[config.mk]
export PLATFORM = sky130hd
export DESIGN_NAME = csr_irq_ctrl
export DESIGN_NICKNAME = d
export VERILOG_FILES = /design/src/rtl/csr_pkg.sv /design/src/rtl/irq_prio_enc.sv /design/src/rtl/csr_irq_ctrl.sv
export SDC_FILE = /design/constraint.sdc
export NUM_CORES = 1
export LEC_CHECK = 0
export ABC_AREA = 1
export CAP_MARGIN = 20
export CORE_UTILIZATION = 35
export CTS_CLUSTER_DIAMETER = 200
export CTS_CLUSTER_SIZE = 14
export DETAILED_ROUTE_END_ITERATION = 12
export DONT_BUFFER_PORTS = 1
export GPL_ROUTABILITY_DRIVEN = 1
export SLEW_MARGIN = 20
export SYNTH_ARGS = -nofsm -noshare
export SYNTH_HDL_FRONTEND = slang
export SYNTH_SLANG_ARGS = --single-unit
[constraint.sdc]
create_clock -name clk -period 2.9 [get_ports clk]
set_clock_uncertainty 0.1 [all_clocks]
set_input_delay 0.29 -clock clk [delete_from_list [all_inputs] [get_ports clk]]
set_output_delay 0.29 -clock clk [all_outputs]
set_load 0.05 [all_outputs]
[src/rtl/csr_pkg.sv]
// Shared definitions for the interrupt/CSR controller: CSR map, mstatus bit
// positions, mtvec mode encodings, trap FSM states and the mcause interrupt bit.
package csr_pkg;

    localparam logic [11:0] CSR_MSTATUS = 12'h300;
    localparam logic [11:0] CSR_MIE     = 12'h304;
    localparam logic [11:0] CSR_MTVEC   = 12'h305;
    localparam logic [11:0] CSR_MEPC    = 12'h341;
    localparam logic [11:0] CSR_MCAUSE  = 12'h342;
    localparam logic [11:0] CSR_MIP     = 12'h344;

    localparam int MSTATUS_MIE  = 3;
    localparam int MSTATUS_MPIE = 7;

    // Interrupt id width: enough for the largest supported NUM_IRQ (16)
    localparam int IRQ_ID_W = 4;

    localparam logic [1:0] MTVEC_MODE_DIRECT   = 2'b00;
    localparam logic [1:0] MTVEC_MODE_VECTORED = 2'b01;

    typedef enum logic [1:0] {
        ST_IDLE    = 2'b00,
        ST_TRAP    = 2'b01,
        ST_HANDLER = 2'b10,
        ST_RET     = 2'b11
    } irq_state_e;

    // Position of the interrupt flag inside mcause for a given datapath width
    function automatic int mcause_int_bit(input int xlen);
        return xlen - 1;
    endfunction

endpackage

[src/rtl/irq_prio_enc.sv]
// Fixed-priority encoder: the lowest set index of pend wins.
module irq_prio_enc #(
    parameter int NUM_IRQ = 4,
    parameter int ID_W    = 4
) (
    input  logic [NUM_IRQ-1:0] pend,
    output logic               valid,
    output logic [ID_W-1:0]    id
);

    // Scan from the top down so the last hit, i.e. the lowest index, sticks
    always_comb begin
        id    = {ID_W{1'b0}};
        valid = |pend;
        for (int i = NUM_IRQ - 1; i >= 0; i--) begin
            id = pend[i] ? ID_W'(i) : id;
        end
    end

endmodule

[src/rtl/csr_irq_ctrl.sv]
// Machine-mode interrupt controller: arbitrates level interrupts, takes the trap
// at the Memory stage, holds the trap CSRs and steers fetch on entry and mret.
module csr_irq_ctrl
    import csr_pkg::*;
#(
    parameter int          XLEN        = 32,
    parameter int          NUM_IRQ     = 4,
    parameter logic [31:0] MTVEC_RESET = 32'h0000_0004,
    parameter int          VECTORED_EN = 1
) (
    input  logic               clk,
    input  logic               reset,
    input  logic [XLEN-1:0]    pc_m,
    input  logic               valid_m,
    input  logic               mret_m,
    input  logic [NUM_IRQ-1:0] irq_i,
    input  logic               csr_we,
    input  logic [11:0]        csr_addr,
    input  logic [XLEN-1:0]    csr_wdata,
    output logic [XLEN-1:0]    csr_rdata,
    output logic               int_sel,
    output logic               int_flush,
    output logic [XLEN-1:0]    pc_int,
    output logic               in_handler
);

    localparam int MCAUSE_INT = mcause_int_bit(XLEN);

    irq_state_e          state_r, state_s;
    logic                mie_bit_r, mpie_r;
    logic [NUM_IRQ-1:0]  mie_r;
    logic [XLEN-1:0]     mtvec_r, mepc_r, mcause_r, pc_int_r;
    logic                int_sel_r, in_handler_r;

    logic [NUM_IRQ-1:0]  pend_s;
    logic                win_valid_s;
    logic [IRQ_ID_W-1:0] win_id_s;
    logic                take_s, mret_take_s, vectored_s;
    logic [XLEN-1:0]     trap_target_s, mcause_trap_s, mtvec_wdata_s;

    assign pend_s = irq_i & mie_r;

    irq_prio_enc #(
        .NUM_IRQ (NUM_IRQ),
        .ID_W    (IRQ_ID_W)
    ) u_prio_enc (
        .pend  (pend_s),
        .valid (win_valid_s),
        .id    (win_id_s)
    );

    // Trap/return decisions, handler target, trap cause and masked mtvec write data
    always_comb begin
        take_s        = (state_r == ST_IDLE) && mie_bit_r && valid_m && win_valid_s && !mret_m;
        mret_take_s   = valid_m && mret_m && ((state_r == ST_IDLE) || (state_r == ST_HANDLER));
        vectored_s    = (VECTORED_EN != 0) && (mtvec_r[1:0] == MTVEC_MODE_VECTORED);
        trap_target_s = {mtvec_r[XLEN-1:2], 2'b00}
                      + (vectored_s ? (XLEN'(win_id_s) << 2) : {XLEN{1'b0}});
        mcause_trap_s                 = {XLEN{1'b0}};
        mcause_trap_s[IRQ_ID_W-1:0]   = win_id_s;
        mcause_trap_s[MCAUSE_INT]     = 1'b1;
        mtvec_wdata_s                 = csr_wdata;
        mtvec_wdata_s[1]              = 1'b0;
        if (VECTORED_EN == 0) begin
            mtvec_wdata_s[0] = 1'b0;
        end else begin
            mtvec_wdata_s[0] = csr_wdata[0];
        end
    end

    // Trap FSM next-state logic
    always_comb begin
        state_s = state_r;
        case (state_r)
            ST_IDLE: begin
                if (take_s) begin
                    state_s = ST_TRAP;
                end else if (mret_take_s) begin
                    state_s = ST_RET;
                end else begin
                    state_s = ST_IDLE;
                end
            end
            ST_TRAP: state_s = ST_HANDLER;
            ST_HANDLER: begin
                if (mret_take_s) begin
                    state_s = ST_RET;
                end else begin
                    state_s = ST_HANDLER;
                end
            end
            ST_RET:  state_s = ST_IDLE;
            default: state_s = ST_IDLE;
        endcase
    end

    // FSM state and registered redirect/handler outputs
    always_ff @(posedge clk) begin
        if (reset) begin
            state_r      <= ST_IDLE;
            int_sel_r    <= 1'b0;
            in_handler_r <= 1'b0;
            pc_int_r     <= {XLEN{1'b0}};
        end else begin
            state_r      <= state_s;
            int_sel_r    <= (state_s == ST_TRAP) || (state_s == ST_RET);
            in_handler_r <= (state_s == ST_TRAP) || (state_s == ST_HANDLER);
            if (take_s) begin
                pc_int_r <= trap_target_s;
            end else if (mret_take_s) begin
                pc_int_r <= mepc_r;
            end else begin
                pc_int_r <= pc_int_r;
            end
        end
    end

    // mstatus: trap entry and return own MIE/MPIE over software writes
    always_ff @(posedge clk) begin
        if (reset) begin
            mie_bit_r <= 1'b0;
            mpie_r    <= 1'b0;
        end else if (take_s) begin
            mpie_r    <= mie_bit_r;
            mie_bit_r <= 1'b0;
        end else if (state_r == ST_RET) begin
            mie_bit_r <= mpie_r;
            mpie_r    <= 1'b1;
        end else if (csr_we && (csr_addr == CSR_MSTATUS)) begin
            mie_bit_r <= csr_wdata[MSTATUS_MIE];
            mpie_r    <= csr_wdata[MSTATUS_MPIE];
        end else begin
            mie_bit_r <= mie_bit_r;
            mpie_r    <= mpie_r;
        end
    end

    // mie and mtvec: software-owned
    always_ff @(posedge clk) begin
        if (reset) begin
            mie_r   <= {NUM_IRQ{1'b0}};
            mtvec_r <= XLEN'(MTVEC_RESET);
        end else begin
            if (csr_we && (csr_addr == CSR_MIE)) begin
                mie_r <= csr_wdata[NUM_IRQ-1:0];
            end else begin
                mie_r <= mie_r;
            end
            if (csr_we && (csr_addr == CSR_MTVEC)) begin
                mtvec_r <= mtvec_wdata_s;
            end else begin
                mtvec_r <= mtvec_r;
            end
        end
    end

    // mepc and mcause: captured on trap entry, otherwise writable by software
    always_ff @(posedge clk) begin
        if (reset) begin
            mepc_r   <= {XLEN{1'b0}};
            mcause_r <= {XLEN{1'b0}};
        end else if (take_s) begin
            mepc_r   <= pc_m;
            mcause_r <= mcause_trap_s;
        end else begin
            if (csr_we && (csr_addr == CSR_MEPC)) begin
                mepc_r <= {csr_wdata[XLEN-1:2], 2'b00};
            end else begin
                mepc_r <= mepc_r;
            end
            if (csr_we && (csr_addr == CSR_MCAUSE)) begin
                mcause_r <= csr_wdata;
            end else begin
                mcause_r <= mcause_r;
            end
        end
    end

    // Combinational CSR read port; unmapped addresses read as zero
    always_comb begin
        csr_rdata = {XLEN{1'b0}};
        case (csr_addr)
            CSR_MSTATUS: begin
                csr_rdata[MSTATUS_MIE]  = mie_bit_r;
                csr_rdata[MSTATUS_MPIE] = mpie_r;
            end
            CSR_MIE:    csr_rdata = XLEN'(mie_r);
            CSR_MTVEC:  csr_rdata = mtvec_r;
            CSR_MEPC:   csr_rdata = mepc_r;
            CSR_MCAUSE: csr_rdata = mcause_r;
            CSR_MIP:    csr_rdata = XLEN'(irq_i);
            default:    csr_rdata = {XLEN{1'b0}};
        endcase
    end

    assign int_sel    = int_sel_r;
    assign int_flush  = int_sel_r;
    assign pc_int     = pc_int_r;
    assign in_handler = in_handler_r;

endmodule

==> summary.txt <==
Route
  – DRT Pass-1 Iters: 5
  – Drt wl/cell: 16.9 microns
  – DRC Markers: 0
  – WL final: 24600 microns
  – Initial DRC Count: 464
  – Via count: 7419
  – Post-route ant nets: 0
  – Vias/cell: 5.10

Clock tree
  – H-tree depth: 4
  – Root Buffer: clkbuf_16
  – CTS tree: yes
  – Clock latency on the worst-skew pair: 0.44 ns
  – Hold buffer count at cts: 41
  – Maximum root-to-sink buffer count: 2
  – Post-CTS Setup Bufs: 0
  – Num CTS Buffers: 17
  – Resized cells post-CTS: 0
  – CTS clk-pin slew, worst paths: 0.06 ns
  – CTS sink cnt: 137

Worst setup path
  – Crit path DAT: 2.89 ns
  – Crit Path Max Fanout: 5
  – Crit path launch: mie_r[2]$_SDFFE_PP0P_
  – Worst EP required: 3.13 ns
  – CP Capture Type: flop
  – Reg-to-reg startpoint: mie_r[2]$_SDFFE_PP0P_
  – Crit Path Class: reg -> reg
  – Worst Setup Start Kind: flop
  – Reg2reg path depth: 15

Finish
  – Commonest non-fill, non-tap cell in the layout: nand2_1
  – Layout area overhead: 22.3%
  – Share of post-route cells with drive strength above 1: 9.54%
  – Commonest cells after routing, fill and taps aside: nand2_1 (321), nor2_1 (149), dfxtp_1 (137), a21oi_1 (113), inv_1 (102)
  – Antenna fix cells: 0
  – Final Instance Count excl. Fillers: 1455
  – Final nets: 1266
  – Fin util: 43.6%

Yosys
  – Ys async rst share: 0%
  – Post-synth top area share: 38.2%
  – Post-synth EDFFs: 0
  – Sequential area share after synthesis: 38.2%
  – Synth top area cells: dfxtp_1 (38%), nand2_1 (17%), nor2_1 (7.9%), a21oi_1 (7.9%), o21ai_0 (6.3%)
  – Synthesized cell area: 0.00719 sq mm
  – Synth cell types: 32
  – Avg Inst Size Synth: 6.44 sq um
  – Synth warnings: 0
  – Post-synth top area cell: dfxtp_1
  – Primary FF master, synth: dfxtp_1
  – Mapped Cells: 1116
  – Yosys reg bits: 137
  – Net Count, Synth: 1210

Global route
  – First-pass GRT wire length: 38600 microns
  – Largest net degree at the start of global routing: 59
  – Aggregate global-route resource usage: 23.6%
  – Number of global-route vias before repair: 7022
  – Total gr overflow: 0
  – Initial antenna violation count: 0

STA
  – Max-slew violations: 0
  – Final hold violation count: 0
  – Setup TNS: 0 ns
  – Minimum clock period: 2.66 ns
  – Worst-margin pin slew: 0.943 ns
  – Slew HR: 37.0%
  – Peak Freq: 375 MHz
  – Period Utilization, post-route: 91.9%
  – RSZ-0062 raised after global routing: no
  – Final setup vio count: 0

Pwr
  – Pwr dens: 518 mW/mm^2
  – Lkg Pwr: 3.26 nW
  – Worst vdd ir: 446 uV

Flow run
  – Max_cap viols: 0

Placement
  – Placer Congestion: 0.937
  – HPWL Detailed: 17400 microns
  – Port Buf Inserts: 0
  – Placed insts: 1382

Die
  – Total I/O pin count: 152
  – Initial Util: 35.6%
  – Die ar.: 0.0211 sq mm
  – Die height: 145 microns
  – Rows: 52
  – Core Region: 0.0202 sq mm
  – Die W: 145 microns

Hold path
  – Hold wc startpoint: csr_wdata[9]
  – Worst min path class: in -> reg
  – Worst Hold Depth: 4

Outcome
  – Status: finished clean
-- cells in the mapped netlist (5+ instances only) --
library cell  instances
a21oi_1             113
buf_2                20
clkbuf_1             32
dfxtp_1             137
ha_1                  8
inv_1               102
nand2_1             322
nand3_1              48
nand4_1               5
nor2_1              152
nor2_2               10
o211ai_1              8
o21ai_0              90
o221ai_1             27
xor2_1                8
-- layer usage --
| metal | share of wire [%] | vias to the layer above | GRT usage [%] | wire length [microns] |
|---|---|---|---|---|
| met1 | 43 | 3431 | 29.6 | 10700 |
| met4 | 1.5 | 0 | 6.26 | 378 |
| li1 | - | 3723 | - | - |
| met3 | 7.8 | 32 | 6.86 | 1920 |
| met5 | 0 | - | 0 | 0 |
| met2 | 47 | 233 | 39.2 | 11600 |
-- path summary, 6_finish.rpt --
kind	endpoint	slack (ns)
min reg2reg	mcause_r[19]$_SDFFE_PP0P_	0.35
max	pc_int[22]$_SDFFE_PP0P_	0.24
max reg2reg	pc_int[22]$_SDFFE_PP0P_	0.24
min	mepc_r[9]$_SDFFE_PP0P_	0.02
-- cell families (layout without fill, tap and decap cells) --
logic type	after synthesis	in the layout	synth area share, %
adders and majority gates	9	9	1.67
DFF	137	137	38.2
AOI/OAI and AO/OA	245	245	19.0
buffers and inverters	165	234	9.35
xor gates and xnor gates	8	8	0.975
and+or+nand+nor	552	552	30.8
-- state kept, by name, indices dropped and copies added (netlist names) --
register	cells
mpie_r	1
int_flush	1
pc_int	32
mtvec_r	31
mie_bit_r	1
mie_r	4
mcause_r	32
mepc_r	32
state_r	2
in_handler	1
-- worst max-delay path, stage by stage, from the launching register on --
cell	delay, ns
dfxtp_1	0.31
nand2_1	0.09
nand3_1	0.07
nand2_1	0.09
nand2_1	0.06
nor2_1	0.09
ha_1	0.18
inv_1	0.05
fa_1	0.45
nor2_2	0.25
nand2_1	0.18
nor2_2	0.24
nand3_1	0.12
xor2_1	0.15
nor2_1	0.08
nor2_1	0.05
-- cell type report --
class                           instances  area [sq um]
Clock inverter                         10           164
Clock buffer                           22           484
Sequential cell                       137          2740
Fill cell                            2194         11400
Timing Repair Buffer                   97           873
Inverter                              105           395
Multi-Input combinational cell        814          3790
Tap cell                              270           338
-- per-stage QoR --
stage	setup WS [ns]	area (sq um)	total power, W	hold WS, ns
2_1_floorplan	0.533	7190	0.00209	0.325
3_3_place_gp	0.337	7710	0.00211	0.268
3_5_place_dp	0.286	7710	0.00212	0.267
4_1_cts	0.274	8790	0.00456	0.00166
5_1_grt	0.00690	8790	0.00467	0.0269
6_report	0.235	8790	0.00455	0.0187
-- report_power, final --
part / total, W / internal (W) / switching [W]
Combinational: 0.000210 / 0.0000839 / 0.000126
Sequential: 0.00194 / 0.00189 / 0.0000445
Clock: 0.00240 / 0.00153 / 0.000870
Total: 0.00455 / 0.00351 / 0.00104
Power figures use the tool's default switching activity.
